## src/rtl/booth_radix4_multiplier.sv

```systemverilog
// Sequential radix-4 (modified Booth) multiplier: retires two multiplier bits
// per cycle from operands latched at start, signed or unsigned per operation.
module booth_radix4_multiplier #(
  parameter int WIDTH = 8
) (
  input  logic                 clk,
  input  logic                 reset,
  input  logic                 start,
  input  logic                 signed_mode,
  input  logic [WIDTH-1:0]     multiplicand,
  input  logic [WIDTH-1:0]     multiplier,
  output logic                 busy,
  output logic                 valid,
  output logic [2*WIDTH-1:0]   product
);

  localparam int ITER = WIDTH / 2 + 1;
  localparam int CW   = $clog2(ITER);
  localparam int EW   = WIDTH + 2;
  localparam int AW   = WIDTH + 3;
  localparam logic [CW-1:0] LAST = CW'(ITER - 1);

  typedef enum logic [0:0] {
    IDLE = 1'b0,
    RUN  = 1'b1
  } state_t;

  state_t          state_r;
  logic [CW-1:0]   cnt_r;
  logic [EW-1:0]   m_r;
  logic [EW-1:0]   q_r;
  logic            qm1_r;
  logic [AW-1:0]   acc_r;

  logic [AW-1:0]   pp_s;
  logic [AW-1:0]   sum_s;
  logic [AW-1:0]   next_acc_s;
  logic [EW-1:0]   next_q_s;

  // Two extra bits make unsigned operands look positive to the Booth recoder.
  function automatic logic [EW-1:0] extend(input logic [WIDTH-1:0] v, input logic sgn);
    if (sgn) begin
      return {{2{v[WIDTH-1]}}, v};
    end else begin
      return {2'b00, v};
    end
  endfunction

  // Radix-4 digit selection; the multiplicand is one bit wider so 2M cannot overflow.
  function automatic logic [AW-1:0] booth_pp(input logic [2:0] trip, input logic [AW-1:0] m);
    case (trip)
      3'b001, 3'b010: return m;
      3'b011:         return {m[AW-2:0], 1'b0};
      3'b100:         return ~{m[AW-2:0], 1'b0} + {{(AW-1){1'b0}}, 1'b1};
      3'b101, 3'b110: return ~m + {{(AW-1){1'b0}}, 1'b1};
      default:        return {AW{1'b0}};
    endcase
  endfunction

  // One Booth step: add the partial product, then shift {acc, q} right by two.
  always_comb begin
    pp_s       = booth_pp({q_r[1:0], qm1_r}, {m_r[EW-1], m_r});
    sum_s      = acc_r + pp_s;
    next_acc_s = {{2{sum_s[AW-1]}}, sum_s[AW-1:2]};
    next_q_s   = {sum_s[1:0], q_r[EW-1:2]};
  end

  // Control FSM and datapath registers; valid is a single-cycle pulse.
  always_ff @(posedge clk or negedge reset) begin
    if (!reset) begin
      state_r <= IDLE;
      cnt_r   <= {CW{1'b0}};
      m_r     <= {EW{1'b0}};
      q_r     <= {EW{1'b0}};
      qm1_r   <= 1'b0;
      acc_r   <= {AW{1'b0}};
      busy    <= 1'b0;
      valid   <= 1'b0;
      product <= {(2*WIDTH){1'b0}};
    end else begin
      valid <= 1'b0;
      case (state_r)
        IDLE: begin
          if (start) begin
            m_r     <= extend(multiplicand, signed_mode);
            q_r     <= extend(multiplier, signed_mode);
            qm1_r   <= 1'b0;
            acc_r   <= {AW{1'b0}};
            cnt_r   <= {CW{1'b0}};
            busy    <= 1'b1;
            state_r <= RUN;
          end else begin
            state_r <= IDLE;
          end
        end
        RUN: begin
          acc_r <= next_acc_s;
          q_r   <= next_q_s;
          qm1_r <= q_r[1];
          if (cnt_r == LAST) begin
            // After WIDTH+2 bits of shifting the product spans acc's low bits and q.
            product <= {next_acc_s[WIDTH-3:0], next_q_s};
            valid   <= 1'b1;
            busy    <= 1'b0;
            cnt_r   <= {CW{1'b0}};
            state_r <= IDLE;
          end else begin
            cnt_r <= cnt_r + CW'(1);
          end
        end
        default: begin
          busy    <= 1'b0;
          state_r <= IDLE;
        end
      endcase
    end
  end

endmodule

```

## config.mk

```make
export PLATFORM = sky130hd
export DESIGN_NAME = booth_radix4_multiplier
export DESIGN_NICKNAME = d
export VERILOG_FILES = /design/src/rtl/booth_radix4_multiplier.sv
export SDC_FILE = /design/constraint.sdc
export NUM_CORES = 1
export LEC_CHECK = 0
export CORE_AREA = 2 2 130 69
export CTS_CLUSTER_DIAMETER = 60
export DETAILED_ROUTE_END_ITERATION = 8
export DIE_AREA = 0 0 132 71
export GPL_ROUTABILITY_DRIVEN = 0
export HOLD_SLACK_MARGIN = 0.08
export PLACE_DENSITY = 0.56
export SYNTH_ARGS = -nofsm -noshare
export SYNTH_HDL_FRONTEND = slang
export SYNTH_SLANG_ARGS = --single-unit
```

## constraint.sdc

```tcl
create_clock -name clk -period 8.2 [get_ports clk]
set_clock_uncertainty 0.15 [all_clocks]
set_input_delay 1.64 -clock clk [delete_from_list [all_inputs] [get_ports clk]]
set_output_delay 1.64 -clock clk [all_outputs]
set_load 0.05 [all_outputs]
```

==> results.txt <==
Outcome - finished clean
Worst skew pair latency - 290 ps
Synth cell count leaders - dfrtp_1, nand2_1, o21ai_0, nor2_1, clkbuf_1
EDFF count, synth - 0
CTS Buf Count - 5
CTS tree - built
Die width - 132 um
Worst endpoint required time - 8220 ps
Startpoint Class - register
Htree depth - 2
Setup TNS - 0 ps
Worst hold path type - reg2reg
Peak Freq - 254.0 MHz
Final ANT Viol Nets - 0
Die H - 71 um
Yosys reg bits - 51
Worst Setup Path Type - reg2reg
Post-Synthesis Cells - 337
DRT Pass-1 Iters - 4
WHS Endpoint - product[14]
CP arrival - 3960 ps
CTS sink cnt - 51
Post-CTS setup buffer count - 0
Area grow syn2layout - 19.04%
Initial DRC Count - 208
Maxcap violations - 0
Starting Density - 0.3658
Area leader, netlist - dfrtp_1
Worst hold start - product[14]
IO Count - 38
Reg-to-Reg Start - m_r[2]
Rows - 24
Global route overflow - 0
R2R depth - 13
Clk root buf - clkbuf_16
First-pass GRT wire length - 11890 um
Core area - 8318 um^2
Dpl hpwl - 5270 um
Hold Fails Final Rpt - 0
Vias - 2431
Post-route setup slack - 4264 ps
# diodes - 0
Largest cells by area after synthesis - dfrtp_1, nand2_1, o21ai_0
Worst-path cell chain - nor3_1, a21boi_0, xor2_1, a22oi_1, nor2_1, a211o_1, ha_1, a21o_1, or3_1, o21a_1, a31oi_1, a211oi_1, nand3b_1
Netlist Area Pre-Place - 3043 um^2
Fin crit period - 3936 ps
Synth Flop Type - dfrtp_1
Yosys top cell area share - 0.4194
CP Capture Type - register
Setup-failing EPs final - 0
Worst path slowest cell - nor3_1
Die footprint - 9372 um^2
Drt total wl - 7198 um
Setup WS pre-CTS - 4284 ps
Hold Path Stages - 2
Post_cts resized - 0
Count of different cell masters after synthesis - 45
Least-Margin Pin Slew - 967.3 ps
CTS Buffer Depth - 2
Storage cell area - 1276 um^2
Syn nets - 371
Initial antenna violation count - 0
Max stage delay on crit path - 680 ps
Layout Cells excl Fill - 480
Rel. slew slack - 0.3533
Async SR Flop Fraction - 1.000
Pins Over Slew Limit - 0
Via density - 5.065
Hold-fix buffer count after cts - 0
Area occupied by multi-input gates - 1625 um^2
Vias in the first global route - 2274
Layout Nets - 396
Layout cell share with drive strength beyond 1 - 0.07163
Cell family with most CP delay - compound AO/OA/AOI/OAI gates
Critical R2R Capture - acc_r[9]
Total track usage - 0.1626
Dpl cells - 472
DR WL/cell - 15.00 um
Register area share after synthesis - 0.4194
Period utilization - 0.4801
Syn. warnings - 0
Syn Area/Cell - 9.029 um^2
Filler cells - 805
Port bufs - 37
R2R setup slack - 4260 ps
DRC - 0
RSZ-0062 raised after global routing - no
Largest net degree at the start of global routing - 52
Worst path bufs/invs - 0
Clock transition at path regs - 60 ps
Max FO, Critical Path - 7
-- registers in the layout, summed over array words and instances, names as in the netlist --
name / flops
busy: 1
m_r: 9
qm1_r: 1
cnt_r: 3
valid: 1
product: 16
state_r: 1
q_r: 10
acc_r: 9
-- per-stage QoR --
stage	area [um^2]	hold slack, ps	utilization
after floorplan	3043	306.3	-
after global placement	3485	311.6	0.4189
after detailed placement	3485	315.2	0.4189
after CTS	3622	337.0	0.4355
after global routing	3622	360.2	0.4355
final	3622	329.2	0.4355
-- cells in the final DEF (no fill, tap or decap), types with 3 or more instances in the layout --
cell type	instances
mux2i_1	11
ha_1	13
nor3_1	5
buf_4	3
a21o_1	3
clkdlybuf4s50_1	36
xor2_1	6
a21oi_1	9
nand2b_1	6
xnor2_1	9
o31ai_1	5
o21a_1	5
clkbuf_16	5
mux2_2	15
nand3_1	6
dfrtp_1	51
o21ai_0	37
a31oi_1	6
nor2_1	26
nand2_1	51
a22oi_1	3
nor2b_1	7
inv_1	13
o22ai_1	3
-- worst max path at each step --
stage,from,to,slack [ps],depth (start not counted)
after floorplan,m_r[2],acc_r[9],4680,14
after global placement,start,m_r[2],4420,4
after detailed placement,m_r[2],acc_r[9],4280,13
after CTS,m_r[2],acc_r[9],4270,13
after global routing,m_r[2],acc_r[9],3970,13
final,m_r[2],acc_r[9],4260,13
-- per-layer routing --
layer / share of wire / up-vias / track usage
met2: 0.37 / 65 / 0.2020
met4: 0.0033 / 0 / 0.04106
met3: 0.048 / 2 / 0.04158
met1: 0.58 / 1132 / 0.2677
met5: 0 / - / 0
li1: - / 1232 / -
-- cell type report --
class / count / share of cell area
tap: 117 / 0.04041
clock buffer: 7 / 0.03661
multi-input combinational: 251 / 0.4487
timing repair buffer: 40 / 0.1071
clock inverter: 1 / 0.001382
inverter: 13 / 0.01347
sequential: 51 / 0.3523
-- worst reg2reg max path, stage by stage (launching register included) --
cell	delay, ps
dfrtp_1	460
nor3_1	680
a21boi_0	240
xor2_1	210
a22oi_1	200
nor2_1	60
a211o_1	300
ha_1	340
a21o_1	210
or3_1	310
o21a_1	200
a31oi_1	250
a211oi_1	80
nand3b_1	160
-- kinds of logic (layout without fill, tap and decap cells) --
group	after synthesis	count (layout)	synth area share
AOI/OAI and AO/OA	87	87	0.1801
xor gates and xnor gates	15	15	0.04318
adders and majority gates	14	14	0.06003
buffers and inverters	35	61	0.04647
DFF	51	51	0.4194
muxes	26	26	0.09169
and+or+nand+nor	109	109	0.1591
Power is left out: the tool's default activity adds up to more than one toggle a clock period on the data nets, which glitch-free logic cannot reach.
